[src/rtl/alu_pipeline_hs.sv]
// alu_pipeline_hs: two-stage valid/ready ALU with an iterative shift-add multiplier in stage 1.
// Revision: 1.0
`default_nettype none

module alu_pipeline_hs #(
   parameter int WIDTH  = 16,
   parameter bit MUL_EN = 1'b1
) (
   input  logic             clk,
   input  logic             rst_n,
   input  logic             in_valid,
   output logic             in_ready,
   input  logic [WIDTH-1:0] a,
   input  logic [WIDTH-1:0] b,
   input  logic [3:0]       op,
   output logic             out_valid,
   input  logic             out_ready,
   output logic [WIDTH-1:0] result,
   output logic             zero,
   output logic             negative,
   output logic             carry,
   output logic             overflow
);

   localparam int SHW = $clog2(WIDTH);
   localparam logic [SHW-1:0] CNT_LAST = SHW'(WIDTH - 1);

   localparam logic [3:0] OP_ADD  = 4'b0000;
   localparam logic [3:0] OP_SUB  = 4'b0001;
   localparam logic [3:0] OP_AND  = 4'b0010;
   localparam logic [3:0] OP_OR   = 4'b0011;
   localparam logic [3:0] OP_XOR  = 4'b0100;
   localparam logic [3:0] OP_SLL  = 4'b0101;
   localparam logic [3:0] OP_SRL  = 4'b0110;
   localparam logic [3:0] OP_SRA  = 4'b0111;
   localparam logic [3:0] OP_SLT  = 4'b1000;
   localparam logic [3:0] OP_SLTU = 4'b1001;
   localparam logic [3:0] OP_MUL  = 4'b1010;

   typedef enum logic [1:0] {
      IDLE = 2'd0,
      BUSY = 2'd1,
      DONE = 2'd2
   } mul_state_t;

   mul_state_t         mul_state;
   logic               s1_valid;
   logic [WIDTH-1:0]   s1_a;
   logic [WIDTH-1:0]   s1_b;
   logic [3:0]         s1_op;
   logic [SHW-1:0]     cnt;
   logic [2*WIDTH-1:0] acc;

   logic in_is_mul;
   logic s1_is_mul;
   logic s1_fin;
   logic s2_load;
   logic move;
   logic accept;

   assign in_is_mul = MUL_EN && (op == OP_MUL);
   assign s1_is_mul = MUL_EN && (s1_op == OP_MUL);
   assign s1_fin    = s1_valid && (!s1_is_mul || (mul_state == DONE));
   assign s2_load   = !out_valid || out_ready;
   assign move      = s1_fin && s2_load;
   assign in_ready  = !s1_valid || move;
   assign accept    = in_valid && in_ready;

   // Stage 1: operand capture and multiplier sequencing. BUSY blocks intake, so it never races accept.
   always_ff @(posedge clk or negedge rst_n) begin
      if (!rst_n) begin
         s1_valid  <= 1'b0;
         s1_a      <= '0;
         s1_b      <= '0;
         s1_op     <= '0;
         cnt       <= '0;
         acc       <= '0;
         mul_state <= IDLE;
      end else if (mul_state == BUSY) begin
         acc <= acc + (s1_b[cnt] ? ({{WIDTH{1'b0}}, s1_a} << cnt) : '0);
         if (cnt == CNT_LAST) begin
            cnt       <= '0;
            mul_state <= DONE;
         end else begin
            cnt <= cnt + 1'b1;
         end
      end else if (accept) begin
         s1_valid  <= 1'b1;
         s1_a      <= a;
         s1_b      <= b;
         s1_op     <= op;
         cnt       <= '0;
         acc       <= '0;
         mul_state <= in_is_mul ? BUSY : IDLE;
      end else if (move) begin
         s1_valid  <= 1'b0;
         mul_state <= IDLE;
      end
   end

   logic [WIDTH:0]   add_full;
   logic [WIDTH:0]   sub_full;
   logic [SHW-1:0]   shamt;
   logic [WIDTH-1:0] alu_res;
   logic             alu_c;
   logic             alu_v;

   assign add_full = {1'b0, s1_a} + {1'b0, s1_b};
   assign sub_full = {1'b0, s1_a} - {1'b0, s1_b};
   assign shamt    = s1_b[SHW-1:0];

   always_comb begin
      alu_res = '0;
      alu_c   = 1'b0;
      alu_v   = 1'b0;
      case (s1_op)
         OP_ADD: begin
            alu_res = add_full[WIDTH-1:0];
            alu_c   = add_full[WIDTH];
            alu_v   = (s1_a[WIDTH-1] == s1_b[WIDTH-1]) && (alu_res[WIDTH-1] != s1_a[WIDTH-1]);
         end
         OP_SUB: begin
            alu_res = sub_full[WIDTH-1:0];
            alu_c   = sub_full[WIDTH];
            alu_v   = (s1_a[WIDTH-1] != s1_b[WIDTH-1]) && (alu_res[WIDTH-1] != s1_a[WIDTH-1]);
         end
         OP_AND:  alu_res = s1_a & s1_b;
         OP_OR:   alu_res = s1_a | s1_b;
         OP_XOR:  alu_res = s1_a ^ s1_b;
         OP_SLL:  alu_res = s1_a << shamt;
         OP_SRL:  alu_res = s1_a >> shamt;
         OP_SRA:  alu_res = $signed(s1_a) >>> shamt;
         OP_SLT:  alu_res = {{(WIDTH-1){1'b0}}, ($signed(s1_a) < $signed(s1_b))};
         OP_SLTU: alu_res = {{(WIDTH-1){1'b0}}, (s1_a < s1_b)};
         OP_MUL: begin
            if (MUL_EN) begin
               alu_res = acc[WIDTH-1:0];
               alu_v   = |acc[2*WIDTH-1:WIDTH];
            end
         end
         default: alu_res = '0;
      endcase
   end

   // Stage 2: only reloads when empty or drained, so a stalled result stays bit-stable.
   always_ff @(posedge clk or negedge rst_n) begin
      if (!rst_n) begin
         out_valid <= 1'b0;
         result    <= '0;
         zero      <= 1'b0;
         negative  <= 1'b0;
         carry     <= 1'b0;
         overflow  <= 1'b0;
      end else if (s2_load) begin
         out_valid <= s1_fin;
         if (s1_fin) begin
            result   <= alu_res;
            zero     <= (alu_res == '0);
            negative <= alu_res[WIDTH-1];
            carry    <= alu_c;
            overflow <= alu_v;
         end
      end
   end

endmodule

`default_nettype wire

[config.mk]
export PLATFORM = sky130hd
export DESIGN_NAME = alu_pipeline_hs
export DESIGN_NICKNAME = d
export VERILOG_FILES = /design/src/rtl/alu_pipeline_hs.sv
export SDC_FILE = /design/constraint.sdc
export NUM_CORES = 1
export LEC_CHECK = 0
export CAP_MARGIN = 10
export CELL_PAD_IN_SITES_DETAIL_PLACEMENT = 1
export CELL_PAD_IN_SITES_GLOBAL_PLACEMENT = 1
export CORE_UTILIZATION = 47
export CTS_BUF_LIST = sky130_fd_sc_hd__clkbuf_2
export DETAILED_ROUTE_END_ITERATION = 8
export GPL_TIMING_DRIVEN = 0
export PLACE_DENSITY = 0.8
export SLEW_MARGIN = 20
export SYNTH_ARGS = -nofsm -noshare
export SYNTH_HDL_FRONTEND = slang
export SYNTH_SLANG_ARGS = --single-unit
[constraint.sdc]
create_clock -name clk -period 6.42 [get_ports clk]
set_clock_uncertainty 0.05 [all_clocks]
set_input_delay 1.284 -clock clk [delete_from_list [all_inputs] [get_ports clk]]
set_output_delay 1.284 -clock clk [all_outputs]
set_load 0.005 [all_outputs]
======== Word level (Yosys, flattened, before mapping) ========
Index checks and enable logic that the tools add are counted.
cells by class
  $add $sub $neg .......................... 4
  $mul .................................... 0
  div/mod/pow operators ................... 0
  magnitude comparators ................... 3
  equality and inequality tests ........... 19
  shift-type cells ........................ 4
  mux-type cells .......................... 18
  bitwise gates (word level) .............. 4
  reduce and logical (&&, ||, !) cells .... 21
operator list
  kind                                                                          number
  16-bit case mux with 11 select lines                                          1
  32-bit 2-to-1 mux                                                             3
  32-bit adder                                                                  1
  16-bit less-than comparator                                                   2
  16-bit by 4-bit left shift with 32-bit output                                 1
  4-bit equality test, second input constant                                    5
  16-bit by 16-bit adder with 17-bit output                                     1
  16-bit by 16-bit subtractor with 17-bit output                                1
  16-bit AND                                                                    1
  4-bit by 3-bit equality test with 1-bit output, second input constant         4
  16-bit zero test                                                              1
  16-bit OR                                                                     1
  16-bit OR reduction                                                           1
  16-bit by 4-bit left shift with 16-bit output                                 1
  16-bit by 4-bit >> shifter with 16-bit output                                 1
  16-bit by 4-bit >>> shifter with 16-bit output                                1
  16-bit bitwise XOR                                                            1
  4-bit 2-to-1 mux                                                              3
  4-bit by 2-bit equality test with 1-bit output, second input constant         2
  2-bit 2-to-1 mux                                                              4
  2-bit AND reduction                                                           4
  1-bit logical AND                                                             5
  4-bit by 5-bit less-than comparator with 1-bit output, second input constant  1
  4-bit by 1-bit adder with 4-bit output, second input constant                 1
  other kinds (16)                                                              26
storage, ports and cells
  flip-flop bits (word level) ............. 96
  bits in latches ......................... 0
  RAM bits ................................ 0
  bits in read-only memories .............. 0
  input bits .............................. 40
  output and inout bits ................... 22
  logic and storage cells ................. 86
  memories ................................ 0

======== Depth between registers and ports, before layout ========
Gate-level depths: netlist (run 1).
  word-level depth ........................ 9
  gate-level depth with buffers ........... 23
  mapped depth without buffers ............ 18

======== Least setup slack after synthesis (run 1) ========
No wires, ideal clock.
  path kind ............................... register to register
  start ................................... register s1_b[1]
  end ..................................... register acc[27]
  library setup time ...................... 0.122 ns
  data arrival time ....................... 4.686 ns
  required time ........................... 6.248 ns
  slack ................................... 1.563 ns
  cell stages (with the launch flop) ...... 24
  buffers on the path ..................... 7
  path through ............................ dfrtp_1 buf_2 buf_2 buf_2 buf_2 mux4_2 nand2_1 o21ai_0 nand2_1 and2_1 clkbuf_1 clkbuf_1 a211oi_1 ha_1 clkbuf_1 a21o_1 a211oi_1 o31a_1 o21bai_1 a21oi_1 o21ai_0 a21o_1 a211o_1 a32o_1
between the ends
  longest elaborated chain between the ends .. 5
ends and longest elaborated chain
  what                                       RTL line  source
  start: declaration                         49        logic [WIDTH-1:0] s1_b;
  start signal: assignment                   74        s1_b <= '0;
  start signal: assignment                   90        s1_b <= b;
  1-bit binary-select mux with 4-bit select  80        acc <= acc + (s1_b[cnt] ? ({{WIDTH{1'b0}}, s1_a} << cnt) : '0);
  1-bit 2-to-1 mux (implied by the code)     80
  32-bit 2-to-1 mux                          80
  32-bit adder                               80
  32-bit 2-to-1 mux                          79        end else if (mul_state == BUSY) begin
  end signal: assignment                     80
  end: declaration                           52        logic [2*WIDTH-1:0] acc;
Every way passes these cells. The select of a mux whose other input is x is not followed.
A chain may end at the register's enable or synchronous reset.

======== Worst setup path after layout (run 1) ========
  start ................................... register s1_b[1]
  end ..................................... register acc[29]
Same word-level chain as after synthesis.

==> summary.md, run 1 <==
| Metric | Value |
|---|---|
| Clock buffer depth | `2` |
| Die height | `152.1 um` |
| Port bufs | `61` |
| Syn Nets | `1469` |
| Worst EP arrival | `6.50 ns` |
| NumNets Final | `1546` |
| Final HPWL DP | `38.30 mm` |
| Startpoint Class | `register` |
| Drt initial violations | `1181` |
| Number of buffers created by CTS | `9` |
| Slew margin rel. | `23.29%` |
| Slowest CP cell | `dfrtp_1` |
| Worst-Margin Slew | `1.144 ns` |
| CTS root buffer | `clkbuf_2` |
| Kind of critical path | `register to register` |
| Async SR Flop Fraction | `100.0%` |
| Worst EP required | `6.95 ns` |
| Setup WS pre-CTS | `0.2920 ns` |
| Critical-path cell list | `buf_2, buf_2, buf_2, buf_2, mux4_2, nand2_1, o21ai_0, nand2_1, and2_1, clkbuf_1, clkbuf_1, a21oi_1, ha_1, a21o_1, a21o_1, a21oi_1, o221ai_1, a21oi_2, o21ai_0, a41oi_1, mux2i_1, o211ai_1` |
| YS warnings | `0` |
| Vias per std cell | `6.824` |
| CTS clk-pin slew, worst paths | `0.38 ns` |
| Total GRT Usage | `42.11%` |
| Setup TNS | `0 ns` |
| Synth unique cells | `88` |
| Critical path capture point type | `register` |
| EDFF count, synth | `0` |
| Drt total wl | `48.13 mm` |
| Post-synthesis sequential area ratio | `22.46%` |
| Slowest stage delay, CP | `0.56 ns` |
| Unrepaired setup endpoints after global routing | `no` |
| Layout area overhead | `11.03%` |
| CP max FO | `10` |
| Vias in the first global route | `11840` |
| Detail Route Antenna Nets | `0` |
| Initial antenna violation count | `1` |
| Reg2Reg Depth | `22` |
| Cell mode on critical path | `buf_2` |
| First-pass GRT wire length | `73.46 mm` |
| Fmax | `167.5 MHz` |
| WL/cell | `28.26 um` |
| Failing checks | `DRC` |
| Hold Fails Final Rpt | `0` |
| Yosys reg bits | `95` |
| Top_reg_cell synth | `dfrtp_1` |
| Share of cells above drive strength 1 | `6.962%` |
| Initial Util | `48.21%` |
| Total number of vias | `11620` |
| Grt ovf | `0` |
| Max_cap viols | `0` |
| Skew-Pair Late Insertion Delay | `0.71 ns` |
| CTS tree | `built` |
| Die width | `152.1 um` |
| Final setup fails | `0` |
| Fin. max-slew vios | `0` |
| Drt pass-1 iters | `7` |
| Num rows | `54` |
| Min cycle time layout | `5.970 ns` |
| Final Cycle Share | `92.99%` |
| Area of the die | `23130 um2` |
| Core Area | `21960 um2` |
| Final WS setup | `0.4502 ns` |
| Run status | `finished with violations` |
| Clock sinks | `95` |
| Syn Inst Count | `1340` |
| Buffer count from post-CTS setup fixing | `0` |
| GP Congestion | `0.9726` |
| Synth Cell Area | `10590 um2` |
| Hold Crit Class | `primary input to async pin` |
| CTS H-tree depth | `3` |
| Io pins | `62` |
| Pin count of the biggest net entering global routing | `70` |
| Drt drc | `7` |
| Syn avg cell area | `7.900 um2` |
-- cell usage in the layout, fill, tap and decap left out, types with 23 or more instances in the layout --
cell	synthesis	layout
a211oi_1	26	26
a21o_1	26	26
a21oi_1	88	87
clkbuf_1	88	88
clkdlybuf4s50_1	0	60
dfrtp_1	95	95
ha_1	86	86
inv_1	54	54
mux2i_1	36	36
nand2_1	169	169
nand3_1	32	32
nor2_1	104	104
nor3_1	23	23
o21ai_0	128	127
-- synthesized netlist by cell type (all sizes together), types with 16 or more instances --
master | number | area [um2]
mux2 | 16 | 180.2
nor2 | 105 | 396.6
nand3 | 32 | 160.2
nand4 | 16 | 100.1
o211ai | 21 | 157.7
a211oi | 26 | 195.2
o21ai | 130 | 650.6
nand2 | 169 | 634.4
a21oi | 88 | 440.4
buf | 21 | 121.4
clkbuf | 88 | 330.3
xnor2 | 19 | 166.4
a31oi | 21 | 131.4
nor3 | 23 | 115.1
inv | 57 | 214.0
a21o | 26 | 195.2
mux2i | 36 | 360.4
dfrtp | 95 | 2377
mux4 | 25 | 574.3
ha | 86 | 1076
-- path summary, 6_finish.rpt --
check | startpoint | endpoint | slack [ns]
setup / recovery | s1_b[1] | acc[29] | 0.45
hold / removal | rst_n | s1_a[4] | 0.31
setup reg to reg | s1_b[1] | acc[29] | 0.45
hold reg to reg | result[6] | result[6] | 0.47
max in group asynchronous | rst_n | acc[26] | 5.24
min in group clk | result[6] | result[6] | 0.47
-- kinds of logic after synthesis --
group,Yosys count,synth area share (%)
compound gates,448,28.07
simple gates,436,19.57
buf+inv,167,6.323
mux,77,10.53
fa+ha+maj,89,10.73
flops,95,22.46
xor+xnor,28,2.317
-- layout make-up --
class	instances	area [um2]
Tap cell	280	350.3
Clock inverter	7	62.56
Sequential cell	95	2377
Antenna cell	1	2.502
Fill cell	2769	10200
Multi-Input combinational cell	1078	7577
Buffer	109	451.7
Timing Repair Buffer	66	669.4
Inverter	58	217.7
Clock buffer	9	45.04
-- routing by layer --
layer	up-vias	wire (um)	GRT usage, %
met4	0	2537	22.11
met5	-	0	0
li1	5105	-	-
met3	134	4331	7.844
met1	5772	19740	54.83
met2	610	21520	66.60
-- state kept, by name (all words and copies together) (netlist names), 2 cells and up --
register,cells
mul_state,2
acc,32
cnt,4
result,16
s1_a,16
s1_op,4
s1_b,16
-- stage by stage --
step,area (um2),hold WS [ns],utilization (%),cells
2_1_floorplan,10590,0.4009,-,1340
3_3_place_gp,11550,0.4125,52.59,1681
3_5_place_dp,11630,0.4190,52.98,1685
4_1_cts,11740,0.3099,53.47,1701
5_1_grt,11750,0.3329,53.53,1703
6_report,11750,0.3142,53.53,1703
-- critical path: cells and delay by family, from the launching register on --
family                     cells  cell delay [ns]
DFF                            1             0.56
AOI/OAI and AO/OA             10             2.18
and+or+nand+nor                3             0.40
adders and majority gates      1             0.39
buffers and inverters          6             1.52
muxes                          2             0.75
-- timing repair --
item / in CTS / in global routing
setup endpoints to repair: 0 / 3
endpoints found under the hold margin: 0 / 0
hold buffers: 0 / 0
resized for setup: 0 / 2
Power of run 1 is not shown: default switching activity piles up to over one toggle a cycle in this logic, so the estimate is an artifact.
==> inputs of run 2 (changes only) <==
--- a/config.mk
+++ b/config.mk
@@ -6,13 +6,11 @@
 export NUM_CORES = 1
 export LEC_CHECK = 0
 export CAP_MARGIN = 10
-export CELL_PAD_IN_SITES_DETAIL_PLACEMENT = 1
-export CELL_PAD_IN_SITES_GLOBAL_PLACEMENT = 1
-export CORE_UTILIZATION = 47
+export CORE_UTILIZATION = 60
 export CTS_BUF_LIST = sky130_fd_sc_hd__clkbuf_2
 export DETAILED_ROUTE_END_ITERATION = 8
 export GPL_TIMING_DRIVEN = 0
-export PLACE_DENSITY = 0.8
+export PLACE_DENSITY = 0.77
 export SLEW_MARGIN = 20
 export SYNTH_ARGS = -nofsm -noshare
 export SYNTH_HDL_FRONTEND = slang
==> summary.md, run 2 (same netlist as run 1, synthesis figures left out) <==
| Metric | Value |
|---|---|
| CTS H-tree depth | `3 (unchanged)` |
| Worst EP arrival | `6.60 ns (was 6.50 ns)` |
| Run status | `finished clean (was finished with violations)` |
| Critical-path cell list | `clkbuf_1, mux4_2, o21ai_0, and2_1, clkbuf_1, clkbuf_1, a21oi_1, ha_1, a21o_1, a21o_1, a21oi_1, o221ai_1, a21oi_1, o21ai_0, a41oi_1, mux2i_1, o211ai_1 (was buf_2, buf_2, buf_2, buf_2, mux4_2, nand2_1, o21ai_0, nand2_1, and2_1, clkbuf_1, clkbuf_1, a21oi_1, ha_1, a21o_1, a21o_1, a21oi_1, o221ai_1, a21oi_2, o21ai_0, a41oi_1, mux2i_1, o211ai_1)` |
| Hold Crit Class | `primary input to async pin (unchanged)` |
| CTS tree | `built (unchanged)` |
| Worst-Margin Slew | `1.101 ns (was 1.144 ns)` |
| Slowest CP cell | `mux4_2 (was dfrtp_1)` |
| Setup TNS | `0 ns (unchanged)` |
| Total number of vias | `11650 (was 11620)` |
| # hold bufs at CTS | `0 (unchanged)` |
| NumNets Final | `1545 (was 1546)` |
| Max_cap viols | `0 (unchanged)` |
| Fmax | `164.6 MHz (was 167.5 MHz)` |
| Min cycle time layout | `6.074 ns (was 5.970 ns)` |
| Vias in the first global route | `10780 (was 11840)` |
| Area of the die | `18180 um2 (was 23130 um2)` |
| Unrepaired setup endpoints after global routing | `no (unchanged)` |
| Detail Route Antenna Nets | `0 (unchanged)` |
| Commonest non-fill, non-tap cells in the layout | `nand2_1 (169), o21ai_0 (128), nor2_1 (104) (was nand2_1 (169), o21ai_0 (127), nor2_1 (104))` |
| Vias per std cell | `7.075 (was 6.824)` |
| Share of cells above drive strength 1 | `6.756% (was 6.962%)` |
| Non-Filler Instances | `1647 (was 1703)` |
| Layout area overhead | `10.19% (was 11.03%)` |
| Die width | `134.8 um (was 152.1 um)` |
| Kind of critical path | `register to register (unchanged)` |
| Grt ovf | `0 (unchanged)` |
| CP max FO | `10 (unchanged)` |
| Io pins | `62 (unchanged)` |
| Final Cycle Share | `94.60% (was 92.99%)` |
| Slowest stage delay, CP | `0.64 ns (was 0.56 ns)` |
| Num rows | `48 (was 54)` |
| Final setup fails | `0 (unchanged)` |
| Slew margin rel. | `25.61% (was 23.29%)` |
| Core Area | `17240 um2 (was 21960 um2)` |
| Hold Fails Final Rpt | `0 (unchanged)` |
| Die height | `134.8 um (was 152.1 um)` |
| Final HPWL DP | `32.09 mm (was 38.30 mm)` |
| Drt pass-1 iters | `7 (unchanged)` |
| First-pass GRT wire length | `62.93 mm (was 73.46 mm)` |
| Drt initial violations | `1674 (was 1181)` |
| Placed Area | `11560 um2 (was 11630 um2)` |
| Critical path capture point type | `register (unchanged)` |
| Drt total wl | `41.38 mm (was 48.13 mm)` |
| Largest register FFs | `32 (unchanged)` |
| Number of buffers created by CTS | `9 (unchanged)` |
| Drt drc | `0 (was 7)` |
| Design area | `11660 um2 (was 11750 um2)` |
| Initial Util | `61.42% (was 48.21%)` |
| CTS root buffer | `clkbuf_2 (unchanged)` |
| Clock buffer depth | `2 (unchanged)` |
| Startpoint Class | `register (unchanged)` |
| Fin. max-slew vios | `0 (unchanged)` |
| Initial antenna violation count | `1 (unchanged)` |
| Clock sinks | `95 (unchanged)` |
| GP Congestion | `1.082 (was 0.9726)` |
| Most flop-heavy register | `acc (unchanged)` |
| Port bufs | `61 (unchanged)` |
| WL/cell | `25.13 um (was 28.26 um)` |
| Post-CTS resize count | `0 (unchanged)` |
| Total GRT Usage | `46.17% (was 42.11%)` |
| Skew-Pair Late Insertion Delay | `0.67 ns (was 0.71 ns)` |
| Worst EP required | `6.95 ns (about the same)` |
| CTS clk-pin slew, worst paths | `0.33 ns (was 0.38 ns)` |
| Buffer count from post-CTS setup fixing | `0 (unchanged)` |
| Commonest non-fill, non-tap cell in the layout | `nand2_1 (unchanged)` |
| Pin count of the biggest net entering global routing | `72 (was 70)` |
| Dpl cells | `1630 (was 1685)` |
run 2: changes by cell type in the layout (fill, tap and decap cells not counted), sizes merged:
cell,before,now
inv,61,60
clkinv,4,2
clkinvlp,0,2
run 2: worst max-delay path: cells and delay by family, from the launching register on:
family	cells	cell delay, ns
compound gates	10	2.82
buf+inv	3	1.19
mux	2	0.90
flops	1	0.43
fa+ha+maj	1	0.38
simple gates	1	0.23
run 2: path summary, 6_finish.rpt:
path	start	to	slack [ns]	depth (start not counted)
min in group clk	acc[31]	acc[31]	0.46	1
worst min register to register	acc[31]	acc[31]	0.46	1
worst max-delay path	cnt[1]	acc[29]	0.35	17
worst max register to register	cnt[1]	acc[29]	0.35	17
worst min-delay path	rst_n	s1_b[0]	0.36	1
max in group asynchronous	rst_n	acc[25]	5.29	2
run 2: layout make-up:
type / count / area [um2]
sequential: 95 / 2377
clock inverter: 6 / 52.55
antenna: 1 / 2.502
tap: 225 / 281.5
timing repair buffer: 65 / 664.4
inverter: 58 / 217.7
buffer: 109 / 451.7
fill: 1472 / 5572
clock buffer: 10 / 50.05
multi-input combinational: 1078 / 7567
run 2: routing by layer:
layer	vias up	share of wire, %	global-route usage (%)
li1	5119	-	-
met1	5422	37	58.97
met2	908	42	69.27
met3	204	14	14.04
met4	0	6.7	26.15
met5	-	0	0
run 2: stage by stage:
step	utilization, %	hold slack (ns)	setup WS, ns
global placement	66.59	0.4100	0.3400
global route	67.68	0.3711	0.1573
detailed placement	67.06	0.4202	0.5957
finish	67.68	0.3610	0.3464
floorplan	-	0.4009	1.563
CTS	67.65	0.3688	0.5903
Power of run 2 is left out for the same reason.
